$ cat config.mk
export PLATFORM = sky130hd
export DESIGN_NAME = h_dec_err_monitor
export DESIGN_NICKNAME = d
export VERILOG_FILES = /design/src/rtl/h_code_pkg.sv /design/src/rtl/h_sync_fifo.sv /design/src/rtl/h_dec_err_monitor.sv
export SDC_FILE = /design/constraint.sdc
export NUM_CORES = 1
export LEC_CHECK = 0
export BUFFER_PORTS_ARGS = -buffer_cell sky130_fd_sc_hd__buf_2
export CAP_MARGIN = 20
export CELL_PAD_IN_SITES_DETAIL_PLACEMENT = 1
export CELL_PAD_IN_SITES_GLOBAL_PLACEMENT = 2
export CORE_MARGIN = 4
export CORE_UTILIZATION = 29
export CTS_CLUSTER_SIZE = 30
export DETAILED_ROUTE_END_ITERATION = 16
export GPL_ROUTABILITY_DRIVEN = 1
export PLACE_DENSITY_LB_ADDON = 0.1
export SYNTH_ARGS = -nofsm -noshare
export SYNTH_HDL_FRONTEND = slang
export SYNTH_SLANG_ARGS = --single-unit
export TNS_END_PERCENT = 20
$ cat constraint.sdc
create_clock -name i_Clk -period 1.9 [get_ports i_Clk]
set_clock_uncertainty 0.2 [all_clocks]
set_input_delay 0.095 -clock i_Clk [delete_from_list [all_inputs] [get_ports i_Clk]]
set_output_delay 0.095 -clock i_Clk [all_outputs]
set_load 0.005 [all_outputs]
$ cat src/rtl/h_code_pkg.sv
// Shared constants and types for the Hamming(11,7) decoder back-end blocks.
package h_code_pkg;

    localparam int DATA_W    = 7;
    localparam int SYND_W    = 5;
    localparam int CW_W      = 12;
    localparam int LOG_DEPTH = 8;

    // One syndrome log record: was the word uncorrectable, and its syndrome.
    typedef struct packed {
        logic              err_d;
        logic [SYND_W-1:0] synd;
    } log_entry_t;

    // Window monitor states.
    typedef enum logic [0:0] {
        COUNT = 1'b0,
        ALARM = 1'b1
    } win_state_t;

endpackage

$ cat src/rtl/h_sync_fifo.sv
// Single-clock FIFO with registered full/empty flags.
// A write into a full FIFO succeeds only when a read happens in the same
// cycle; a read from an empty FIFO is ignored. rd_data shows the head entry.
module h_sync_fifo #(
    parameter int WIDTH = 8,
    parameter int DEPTH = 2
) (
    input  logic             clk,
    input  logic             rst,
    input  logic             wr_en,
    input  logic [WIDTH-1:0] wr_data,
    input  logic             rd_en,
    output logic [WIDTH-1:0] rd_data,
    output logic             full,
    output logic             empty
);

    localparam int AW = $clog2(DEPTH);

    logic [DEPTH-1:0][WIDTH-1:0] mem;
    logic [AW-1:0]               wptr;
    logic [AW-1:0]               rptr;
    logic [AW:0]                 cnt;
    logic [AW:0]                 cnt_nxt;
    logic                        wr_ok;
    logic                        rd_ok;

    assign wr_ok   = wr_en && (!full || rd_en);
    assign rd_ok   = rd_en && !empty;
    assign rd_data = mem[rptr];

    // Occupancy after this cycle's read/write.
    always_comb begin
        cnt_nxt = cnt;
        if (wr_ok && !rd_ok)
            cnt_nxt = cnt + (AW+1)'(1);
        else if (rd_ok && !wr_ok)
            cnt_nxt = cnt - (AW+1)'(1);
    end

    // Storage, pointers and flags; storage is cleared so the head reads 0 after reset.
    always_ff @(posedge clk) begin
        if (rst) begin
            mem   <= '0;
            wptr  <= '0;
            rptr  <= '0;
            cnt   <= '0;
            full  <= 1'b0;
            empty <= 1'b1;
        end else begin
            if (wr_ok) begin
                mem[wptr] <= wr_data;
                wptr      <= wptr + AW'(1);
            end
            if (rd_ok)
                rptr <= rptr + AW'(1);
            cnt   <= cnt_nxt;
            full  <= (cnt_nxt == (AW+1)'(DEPTH));
            empty <= (cnt_nxt == '0);
        end
    end

endmodule

$ cat src/rtl/h_dec_err_monitor.sv
// Error monitor behind the Hamming(11,7) decoder: buffers decoded words,
// optionally drops uncorrectable ones, keeps saturating error counts and
// raises a sticky alarm when detected errors in a window reach THRESH.
// Optional syndrome log enabled by defining H_SYND_LOG_EN.
module h_dec_err_monitor
    import h_code_pkg::*;
#(
    parameter int DEPTH       = 2,
    parameter int CNT_W       = 16,
    parameter int WINDOW      = 64,
    parameter int THRESH      = 4,
    parameter int DROP_UNCORR = 1
) (
    input  logic              i_Clk,
    input  logic              i_Rst,
    input  logic              i_Valid,
    output logic              o_Ready,
    input  logic [DATA_W-1:0] i_DecodWord,
    input  logic [SYND_W-1:0] i_Syndrome,
    input  logic              i_ErrorC,
    input  logic              i_ErrorD,
    output logic              o_Valid,
    input  logic              i_Ready,
    output logic [DATA_W-1:0] o_Data,
    output logic              o_DataErrC,
    output logic [CNT_W-1:0]  o_CorrCnt,
    output logic [CNT_W-1:0]  o_DetCnt,
    input  logic              i_CntClr,
`ifdef H_SYND_LOG_EN
    input  logic              i_LogRd,
    output logic [5:0]        o_LogData,
    output logic              o_LogEmpty,
    output logic              o_LogOvf,
`endif
    input  logic              i_AlarmClr,
    output logic              o_Alarm
);

    localparam int WC_W = $clog2(WINDOW);
    localparam int DC_W = $clog2(THRESH + 1);

    logic              accept;
    logic              err_c;
    logic              push;
    logic              buf_full;
    logic              buf_empty;
    logic [DATA_W:0]   buf_out;

    win_state_t        state, state_nxt;
    logic [WC_W-1:0]   wcnt, wcnt_nxt;
    logic [DC_W-1:0]   dcnt, dcnt_nxt;

    // A word flagged both ways is treated as uncorrectable only.
    assign accept = i_Valid && o_Ready;
    assign err_c  = i_ErrorC && !i_ErrorD;
    assign push   = accept && !((DROP_UNCORR != 0) && i_ErrorD);

    h_sync_fifo #(
        .WIDTH (DATA_W + 1),
        .DEPTH (DEPTH)
    ) u_buf (
        .clk     (i_Clk),
        .rst     (i_Rst),
        .wr_en   (push),
        .wr_data ({err_c, i_DecodWord}),
        .rd_en   (i_Ready),
        .rd_data (buf_out),
        .full    (buf_full),
        .empty   (buf_empty)
    );

    // Ready comes straight from the registered full flag, never from i_Ready.
    assign o_Ready                = !buf_full;
    assign o_Valid                = !buf_empty;
    assign {o_DataErrC, o_Data}   = buf_out;

    // Saturating statistics; a clear overrides a same-cycle increment.
    always_ff @(posedge i_Clk) begin
        if (i_Rst || i_CntClr) begin
            o_CorrCnt <= '0;
            o_DetCnt  <= '0;
        end else begin
            if (accept && err_c && (o_CorrCnt != '1))
                o_CorrCnt <= o_CorrCnt + CNT_W'(1);
            if (accept && i_ErrorD && (o_DetCnt != '1))
                o_DetCnt <= o_DetCnt + CNT_W'(1);
        end
    end

    // Window state register.
    always_ff @(posedge i_Clk) begin
        if (i_Rst) begin
            state <= COUNT;
            wcnt  <= '0;
            dcnt  <= '0;
        end else begin
            state <= state_nxt;
            wcnt  <= wcnt_nxt;
            dcnt  <= dcnt_nxt;
        end
    end

    // Window next-state: trip on THRESH detected errors, else restart each WINDOW words.
    always_comb begin
        state_nxt = state;
        wcnt_nxt  = wcnt;
        dcnt_nxt  = dcnt;
        case (state)
            COUNT: begin
                if (i_AlarmClr) begin
                    wcnt_nxt = '0;
                    dcnt_nxt = '0;
                end else if (accept) begin
                    if (i_ErrorD && (dcnt == DC_W'(THRESH - 1))) begin
                        state_nxt = ALARM;
                        dcnt_nxt  = DC_W'(THRESH);
                    end else if (wcnt == WC_W'(WINDOW - 1)) begin
                        wcnt_nxt = '0;
                        dcnt_nxt = '0;
                    end else begin
                        wcnt_nxt = wcnt + WC_W'(1);
                        dcnt_nxt = dcnt + DC_W'(i_ErrorD);
                    end
                end
            end
            ALARM: begin
                if (i_AlarmClr) begin
                    state_nxt = COUNT;
                    wcnt_nxt  = '0;
                    dcnt_nxt  = '0;
                end
            end
            default: begin
                state_nxt = COUNT;
                wcnt_nxt  = '0;
                dcnt_nxt  = '0;
            end
        endcase
    end

    assign o_Alarm = (state == ALARM);

`ifdef H_SYND_LOG_EN
    log_entry_t log_in;
    log_entry_t log_out;
    logic       log_wr;
    logic       log_full;

    assign log_in = {i_ErrorD, i_Syndrome};
    assign log_wr = accept && (i_ErrorC || i_ErrorD);

    h_sync_fifo #(
        .WIDTH ($bits(log_entry_t)),
        .DEPTH (LOG_DEPTH)
    ) u_log (
        .clk     (i_Clk),
        .rst     (i_Rst),
        .wr_en   (log_wr),
        .wr_data (log_in),
        .rd_en   (i_LogRd),
        .rd_data (log_out),
        .full    (log_full),
        .empty   (o_LogEmpty)
    );

    assign o_LogData = log_out;

    // Sticky overflow: a write lost to a full log with no same-cycle read.
    always_ff @(posedge i_Clk) begin
        if (i_Rst || i_CntClr)
            o_LogOvf <= 1'b0;
        else if (log_wr && log_full && !i_LogRd)
            o_LogOvf <= 1'b1;
    end
`else
    logic unused_synd;
    assign unused_synd = ^i_Syndrome;
`endif

endmodule

# [Word-level counts from Yosys, hierarchy flattened]
# Cells that the tools add are included.
[totals] reg_bits=64 output_inout_bits=43 input_bits=20 elab_cells=79
[op_classes] bitwise=1 reduce_logical=23 mux=24 add_sub_neg=8 magnitude_cmp=3 eq_ne=8
[op_table] op="$add A16 B1 Y16 const B" n=2
[op_table] op="$ne A16 B16 Y1 const B" n=2
[op_table] op="$mux W6" n=5
[op_table] op="$mux W8" n=3
[op_table] op="$bwmux W16" n=1
[op_table] op="$mux W3" n=5
[op_table] op="$logic_and A1 B1 Y1" n=13
[op_table] op="$pmux W6 S2" n=1
[op_table] op="$demux W8 S1" n=1
[op_table] op="$add A6 B1 Y6 const B" n=1
[op_table] op="$eq A6 B6 Y1 const B" n=1
[op_table] op="$ne A3 B3 Y1 const B" n=2
[op_table] op="$pmux W3 S2" n=1
[op_table] op="$logic_not A1 Y1" n=5
[op_table] op="$lt A1 B2 Y1 const B" n=2
[op_table] op="$mux W1" n=4
[op_table] op="$mux W2" n=2
[op_table] op="$add A3 B1 Y3" n=1
[op_table] op="$eq A3 B2 Y1 const B" n=1
[op_table] op="$reduce_and A3 Y1" n=1
[op_table] op="$add A1 B1 Y1 const B" n=2
[op_table] op="$add A2 B1 Y2 const B" n=1
[op_table] op="$eq A2 B2 Y1 const B" n=1
[op_table] op="$logic_not A2 Y1" n=1
[op_table] op="other kinds (7)" n=8

# [Depth between registers and ports, before layout]
# Gate-level depths: netlist of run 1.
[depth] word_depth=9 ltp_mapped=6 ltp_nobuf=6

# [Hierarchy]
# From an unflattened synthesis of run 1, not the netlist that was laid out.
[unflattened] cells_unflattened=363 area_unflattened_um2=3283.1
[modules_own_cells] mod="h_dec_err_monitor" instances=1 area_per_inst_um2=2243.4 seq_area_each_um2=840.8 cells_each=260
[modules_own_cells] mod="h_sync_fifo" instances=1 area_per_inst_um2=1039.7 seq_area_each_um2=440.4 cells_each=103

# [Worst setup path before layout of run 1]
# OpenSTA, ideal clock, no wires.
[synth_timing] path_kind="register -> register" start="reg o_DetCnt[0]" end="reg o_DetCnt[3]" setup_slack_ns=-0.143 t_arrival_ns=1.728 required_time_ns=1.585 path_buffers=1 path_stages_with_launch=7 period_less_slack_ns=2.043 setup_ns=0.115 cell_sequence="dfxtp_1 > ha_1 > nand4_1 > nor4_1 > buf_2 > nor4_1 > o21a_1"
[synth_between] elab_chain_len=2 elab_cells_between_ends=3 cone_classes="add/sub: 1; eq/ne: 1; reduce/logical: 1"
[synth_rtl] element="start: declaration" line="h_dec_err_monitor.sv:27" rtl="output logic [CNT_W-1:0] o_DetCnt,"
[synth_rtl] element="start signal: assignment" line="h_dec_err_monitor.sv:86" rtl="o_DetCnt <= o_DetCnt + CNT_W'(1);"
[synth_rtl] element="parallel branches: the longest is 2 deep, another holds $add A16 B1 Y16"
# Parallel ways; which one is timed is not known.
# A chain may end at the register's enable or synchronous reset.

# [Worst setup path in the final report of run 1]
[layout_timing] start="reg u_buf.full" end="reg o_DetCnt[10]"
[layout_between] elab_chain_len=4
[layout_rtl] element="start: declaration" line="h_sync_fifo.sv:14" rtl="output logic full,"
[layout_rtl] element="start signal: assignment" line="h_sync_fifo.sv:58" rtl="full <= (cnt_nxt == (AW+1)'(DEPTH));"
[layout_rtl] element="$logic_not A1 Y1" line="h_dec_err_monitor.sv:73" rtl="assign o_Ready = !buf_full;"
[layout_rtl] element="$logic_and A1 B1 Y1" line="h_dec_err_monitor.sv:54" rtl="assign accept = i_Valid && o_Ready;"
[layout_rtl] element="$logic_and A1 B1 Y1 (2 in a row)" line="h_dec_err_monitor.sv:85" rtl="if (accept && i_ErrorD && (o_DetCnt != '1))"
# Every way passes these cells.

==> out/results.txt, run 1 <==
Global-route wire length before repair - 16350 um
Die Span X - 112.4 um
Nets@finish - 509
Synth Flop Type - dfxtp_1
DP Wirelength - 6819 um
Maximum clock insertion buffer count - 2
Post-Route WL - 9891 um
Flop-to-flop setup slack - -0.005 ns
Routed WL per cell - 15.83 um
CTS tree - yes
Reg2reg end - o_DetCnt[10]
Ys Warns - 0
Final ANT Viol Nets - 0
Sequential element share of the synthesized area - 0.4057
EDFF count, synth - 0
Slew @ Worst Pin - 0.4934 ns
#FFs+latches synth - 64
Number of antenna diodes - 0
Clock-pin transition on the worst setup and hold timing paths - 0.08 ns
RSZ-0062 raised after global routing - true
GRT overflow - 0
Gr usage total - 0.1565
Pre-CTS setup slack - -0.1405 ns
Async S/R FF share, synth - 0
Worst EP required - 1.98 ns
Cell Area, Synth - 3158 um2
Root Driver - clkbuf_8
Post-Syn Instances - 373
Post-DR vias/cell - 5.218
Tmin final - 1.905 ns
Top cell type's share of synthesized area - 0.4057
Via count - 3261
Final number of setup-violating endpoints - 2
Largest delay share family, worst path - simple AND/OR/NAND/NOR gates
Class of the worst hold path - in2reg
Cell chain of the critical path - nand3b_1 > buf_4 > or3_4 > or4_4 > a21oi_2
Yosys cell types - 52
Area Growth Syn to Fin - 40.17%
Relative slew slack - 0.6706
Crit. Startpoint - u_buf.full
Io pins - 63
Clk sink count - 64
Crit path kind - reg2reg
Critical Path Fanout Max - 6
Placed cell count - 597
FILL cells - 1270
Hold Fails Final Rpt - 0
Starting DRT DRC Count - 107
WP data arrival - 1.99 ns
Vias in the first global route - 3327
Clock latency on the worst-skew pair - 0.34 ns
H-Tree Depth - 3
Ratio of cells with drive above 1 in the final layout - 0.3681
DIE HEIGHT - 112.4 um
Placer congestion estimate - 0.7308
Worst IR Drop VDD - 366.1 uV
Largest net degree at the start of global routing - 38
Critical Path Slowest Stage Cell - or4_4
Max Cap Violations - 0
Port bufs - 57
Fin crit share - 1.003
Final critical-path setup slack - -0.005094 ns
Critical path launch point type - flip-flop
Area leader, netlist - dfxtp_1
Finished Layout Cells - 625
Failing checks - setup timing
Mean Syn Cell Area - 8.467 um2
CP max stage delay - 0.43 ns
Reg-to-reg critical path startpoint - u_buf.full
Cell Rows - 37
Initial antenna violation count - 0
Worst R2R Path Depth - 5
DRC errors left - 0
TritonCTS buffer count - 9
Instance count on the critical path - 5
Leakage - 1.756 nW
Status - finished, violations left
Syn_nets - 398
Crit path capture - o_DetCnt[10]
Worst setup EP type - flip-flop
Power Dens Cells - 755.0 nW/um2
Die area - 12620 um2
F_max - 524.9 MHz
Pre-antenna DRT Iters - 4
Worst Path Buf+Inv - 1
Slew Viols, Final - 0
Synth top area cells - dfxtp_1, nand2_1, a21oi_1, mux2_2, or4_1
Initial Utilization - 0.3018
CORE AREA - 10460 um2
==> tightest hold or removal path: cells and delay by family <==
| family | cells | cell delay (ns) |
|---|---|---|
| and+or+nand+nor | 1 | 0.29 |
| buffers and inverters | 1 | 0.09 |
| AOI/OAI and AO/OA | 1 | 0.04 |
==> power by group <==
part	switching [mW]	internal, mW	leakage (nW)
Clock	0.581	0.874	0.119
Combinational	0.215	0.215	1.11
Sequential	0.0594	1.40	0.524
==> cell families after synthesis <==
family / Yosys count / synth area share
AO/OA/AOI/OAI: 93 / 0.1894
XOR/XNOR: 5 / 0.01823
adder cells (fa/ha/maj): 5 / 0.01981
buffers and inverters: 23 / 0.03249
flip-flops: 64 / 0.4057
multiplexers: 15 / 0.05072
AND/OR/NAND/NOR: 168 / 0.2837
==> layout by cell type, fill, tap and decap left out, drive strengths merged, types with 4 or more instances in the layout <==
| cell | instances |
|---|---|
| a211oi | 6 |
| a21oi | 39 |
| and2 | 4 |
| and3 | 5 |
| and4 | 5 |
| buf | 110 |
| clkbuf | 9 |
| dfxtp | 64 |
| dlygate4sd3 | 10 |
| ha | 5 |
| mux2 | 8 |
| mux2i | 7 |
| nand2 | 68 |
| nand3 | 13 |
| nand4 | 11 |
| nor2 | 12 |
| nor3 | 7 |
| o211ai | 5 |
| o21a | 5 |
| o21ai | 11 |
| o311ai | 4 |
| o31ai | 8 |
| o41ai | 4 |
| or3 | 11 |
| or4 | 10 |
==> synth_stat cells (3+ instances only) <==
cell type	instances
a2111o_1	3
a211oi_1	6
a21oi_1	39
and2_1	4
and3_1	5
and4_1	4
buf_2	3
clkbuf_1	15
dfxtp_1	64
ha_1	5
inv_1	3
mux2_2	8
mux2i_1	7
nand2_1	68
nand3_1	12
nand4_1	11
nor2_1	12
nor3_1	7
nor4_1	3
o211ai_1	5
o21a_1	5
o21ai_0	11
o311ai_0	4
o31ai_1	8
o41ai_1	4
or3_1	11
or3b_2	3
or4_1	10
xor2_1	3
==> layout make-up <==
type / instances / area, um2 / area share
clock inverters: 7 / 120.1 / 0.02713
flip-flops and latches: 64 / 1301 / 0.2940
multi-input cells: 286 / 1911 / 0.4316
well taps: 136 / 170.2 / 0.03844
inverters: 3 / 11.26 / 0.002544
repair buffers: 120 / 789.5 / 0.1783
clock buffers: 9 / 123.9 / 0.02798
==> flip-flops by register name, summed over array words and instances (netlist names) <==
| signal | count |
|---|---|
| u_buf.cnt | 2 |
| wcnt | 6 |
| u_buf.wptr | 1 |
| u_buf.rptr | 1 |
| u_buf.mem | 16 |
| o_Alarm | 1 |
| u_buf.full | 1 |
| u_buf.empty | 1 |
| o_DetCnt | 16 |
| o_CorrCnt | 16 |
| dcnt | 3 |
==> repair_timing <==
| item | 4_1_cts | 5_1_grt |
|---|---|---|
| hold buffers | 10 | 0 |
| pin swaps | 6 | 12 |
| gates cloned | 0 | 0 |
| resized for setup | 8 | 28 |
| endpoints found under the hold margin | 27 | 0 |
| buffers inserted | 1 | 1 |
| setup endpoints to repair | 10 | 31 |
==> worst min path at each step <==
stage                         startpoint       endpoint  slack [ns]  cells past startpoint
after global routing               i_Rst  o_CorrCnt[14]        0.05                      3
after floorplan           i_DecodWord[2]  u_buf.mem[10]        0.03                      2
after global placement    i_DecodWord[0]   u_buf.mem[0]        0.15                      3
final                              i_Rst  o_CorrCnt[14]        0.03                      3
after CTS                          i_Rst   o_CorrCnt[6]        0.03                      3
after detailed placement  i_DecodWord[0]   u_buf.mem[0]        0.16                      3
==> layer usage <==
layer | global-route usage | vias to the layer above | wire length [um]
li1 | - | 1613 | -
met1 | 0.2128 | 1578 | 4727
met2 | 0.2519 | 56 | 4670
met3 | 0.02911 | 14 | 352
met4 | 0.04888 | 0 | 141
met5 | 0 | - | 0
==> per-stage QoR <==
| step | total power, mW | instance area (um2) | utilization | TNS [ns] | hold slack, ns |
|---|---|---|---|---|---|
| global placement | 1.887 | 3941 | 0.3767 | -0.04355 | 0.1483 |
| global route | 3.507 | 4427 | 0.4231 | -0.4592 | 0.04733 |
| finish | 3.342 | 4427 | 0.4231 | -0.009738 | 0.03193 |
| floorplan | 1.717 | 3196 | - | -0.09456 | 0.03096 |
| detailed placement | 1.895 | 3941 | 0.3767 | -0.3508 | 0.1564 |
| CTS | 3.390 | 4329 | 0.4138 | -0.06101 | 0.03136 |
Power figures use the tool's default switching activity.
==> run 2, diff against run 1 <==
--- a/config.mk
+++ b/config.mk
@@ -5,16 +5,17 @@
 export SDC_FILE = /design/constraint.sdc
 export NUM_CORES = 1
 export LEC_CHECK = 0
-export BUFFER_PORTS_ARGS = -buffer_cell sky130_fd_sc_hd__buf_2
 export CAP_MARGIN = 20
 export CELL_PAD_IN_SITES_DETAIL_PLACEMENT = 1
 export CELL_PAD_IN_SITES_GLOBAL_PLACEMENT = 2
 export CORE_MARGIN = 4
-export CORE_UTILIZATION = 29
+export CORE_UTILIZATION = 33
 export CTS_CLUSTER_SIZE = 30
 export DETAILED_ROUTE_END_ITERATION = 16
+export DONT_BUFFER_PORTS = 1
 export GPL_ROUTABILITY_DRIVEN = 1
 export PLACE_DENSITY_LB_ADDON = 0.1
+export SKIP_CTS_REPAIR_TIMING = 1
 export SYNTH_ARGS = -nofsm -noshare
 export SYNTH_HDL_FRONTEND = slang
 export SYNTH_SLANG_ARGS = --single-unit
==> run 2 against run 1 <==
Compared with the run above: the run ends with hold timing, setup timing left; critical path depth is 1 lower; core utilization rose by 2.2 points; flip-flop and latch count is the same; design area is 6.7% lower; non-clock buffer count down 51; worst hold slack got worse by 0.055 ns; sequential share of layout area grew 2.2 points; register-to-register slack barely moved; combinational power down 9.1%; critical endpoint is now o_DetCnt[11].
==> out/results.txt, run 2 (synthesized netlist as in run 1, its figures left out) <==
Status - finished, violations left (unchanged)
Failing checks - hold timing, setup timing (was setup timing)
RSZ-0062 raised after global routing - true (unchanged)
Worst EP required - 1.99 ns (was 1.98 ns)
Routed WL per cell - 16.83 um (was 15.83 um)
Port bufs - 0 (was 57)
Clock-pin transition on the worst setup and hold timing paths - 0.08 ns (about the same)
Most common cell after layout, fill and taps aside - nand2_1 (unchanged)
Critical Path Slowest Stage Cell - or4_4 (unchanged)
Max Cap Violations - 0 (unchanged)
Critical Path Fanout Max - 7 (was 6)
DP Wirelength - 6687 um (was 6819 um)
Cell Rows - 35 (was 37)
CP max stage delay - 0.50 ns (was 0.43 ns)
Gr usage total - 0.1743 (was 0.1565)
Reg-to-reg critical path startpoint - u_buf.full (unchanged)
Most frequent cells in the layout - nand2_1, dfxtp_1, buf_4 (was nand2_1, buf_2, buf_4)
Die Span X - 105.8 um (was 112.4 um)
Post-DR vias/cell - 5.399 (was 5.218)
Clk sink count - 64 (unchanged)
Post-route cell area - 4129 um2 (was 4427 um2)
Initial Utilization - 0.3402 (was 0.3018)
Die area - 11200 um2 (was 12620 um2)
DIE HEIGHT - 105.8 um (was 112.4 um)
WP data arrival - 2.00 ns (was 1.99 ns)
Via count - 3061 (was 3261)
Setup TNS - -0.01080 ns (was -0.009738 ns)
Cell chain of the critical path - nand3b_1 > or4_4 > or4_1 > a21oi_1 (was nand3b_1 > buf_4 > or3_4 > or4_4 > a21oi_2)
Worst setup EP type - flip-flop (unchanged)
Slew @ Worst Pin - 0.4478 ns (was 0.4934 ns)
Relative slew slack - 0.7011 (was 0.6706)
Root Driver - clkbuf_8 (unchanged)
Largest net degree at the start of global routing - 39 (was 38)
Initial antenna violation count - 0 (unchanged)
Starting DRT DRC Count - 129 (was 107)
H-Tree Depth - 3 (unchanged)
DP Area - 3655 um2 (was 3941 um2)
Hold Fails Final Rpt - 2 (was 0)
Fin crit share - 1.006 (was 1.003)
Maximum clock insertion buffer count - 2 (unchanged)
TritonCTS buffer count - 9 (unchanged)
Final number of setup-violating endpoints - 1 (was 2)
CTS tree - yes (unchanged)
Clock latency on the worst-skew pair - 0.35 ns (was 0.34 ns)
Tmin final - 1.911 ns (was 1.905 ns)
Placer congestion estimate - 0.7569 (was 0.7308)
Worst IR Drop VDD - 390.2 uV (was 366.1 uV)
Vias in the first global route - 3147 (was 3327)
Pre-antenna DRT Iters - 4 (unchanged)
Io pins - 63 (unchanged)
Hold Startpoint - i_Valid (was i_Rst)
Area Growth Syn to Fin - 30.74% (was 40.17%)
Final critical-path setup slack - -0.01080 ns (was -0.005094 ns)
Post-Route WL - 9543 um (was 9891 um)
Critical path launch point type - flip-flop (unchanged)
Top Registers - o_CorrCnt x16, o_DetCnt x16, u_buf.mem x16 (unchanged)
Final Hold Slack - -0.02285 ns (was 0.03193 ns)
Largest delay share family, worst path - simple AND/OR/NAND/NOR gates (unchanged)
F_max - 523.3 MHz (was 524.9 MHz)
Crit. Startpoint - u_buf.full (unchanged)
Leakage - 1.476 nW (was 1.756 nW)
GRT overflow - 0 (unchanged)
DRC errors left - 0 (unchanged)
Number of antenna diodes - 0 (unchanged)
Ratio of cells with drive above 1 in the final layout - 0.2694 (was 0.3681)
Crit path kind - reg2reg (unchanged)
Worst Path Buf+Inv - 0 (was 1)
Class of the worst hold path - in2reg (unchanged)
Global-route wire length before repair - 15860 um (was 16350 um)
Final ANT Viol Nets - 0 (unchanged)
Nets@finish - 458 (was 509)
Power Dens Cells - 739.2 nW/um2 (was 755.0 nW/um2)
Slew Viols, Final - 0 (unchanged)
CORE AREA - 9284 um2 (was 10460 um2)
-- run 2: cell count changes in the layout (fill, tap and decap cells not counted), sizes merged --
cell	previous run	this run
clkinvlp	1	2
buf	110	55
dlygate4sd3	10	14
clkinv	3	4
bufinv	3	1
-- run 2: cell type report --
cell class,count,area (um2)
clock buffers,9,123.9
inverters,3,11.26
fillers,1116,5155
flip-flops and latches,64,1304
well taps,129,161.4
clock inverters,7,72.57
repair buffers,69,576.8
multi-input cells,286,1879
-- run 2: worst min-delay path: stages --
cell and delay [ns]:
nand3b_1 0.13, or4_4 0.18, o41ai_1 0.08
-- run 2: report_power, final --
group | internal (mW) | leakage [nW] | switching, mW | total (mW)
combinational | 0.187 | 0.856 | 0.204 | 0.391
sequential | 1.40 | 0.525 | 0.0550 | 1.45
clock | 0.605 | 0.0952 | 0.604 | 1.21
total | 2.19 | 1.48 | 0.863 | 3.05
-- run 2: metrics by stage --
| step | worst slack (ns) | std cells | power (mW) | hold slack [ns] | utilization |
|---|---|---|---|---|---|
| 4_1_cts | -0.1107 | 550 | 3.040 | -0.4081 | 0.4148 |
| 6_report | -0.01080 | 567 | 3.052 | -0.02285 | 0.4447 |
| 5_1_grt | -0.08726 | 567 | 3.217 | 0.003296 | 0.4447 |
| 3_3_place_gp | -0.02965 | 534 | 1.809 | -0.02561 | 0.3937 |
| 2_1_floorplan | -0.02387 | 373 | 1.717 | 0.03096 | - |
| 3_5_place_dp | -0.1059 | 534 | 1.818 | -0.02319 | 0.3937 |
-- run 2: path summary, 6_finish.rpt --
path             endpoint  slack, ns  cells past startpoint
max          o_DetCnt[11]      -0.01                      4
min          o_DetCnt[15]      -0.02                      3
max reg2reg  o_DetCnt[11]      -0.01                      4
min reg2reg  u_buf.mem[7]       0.26                      2
-- run 2: routing by layer --
metal / global-route usage / vias to the layer above / share of wire
met5: 0 / - / 0
met4: 0.06660 / 0 / 0.015
met3: 0.05083 / 12 / 0.054
met2: 0.2946 / 53 / 0.48
met1: 0.2083 / 1481 / 0.45
li1: - / 1515 / -
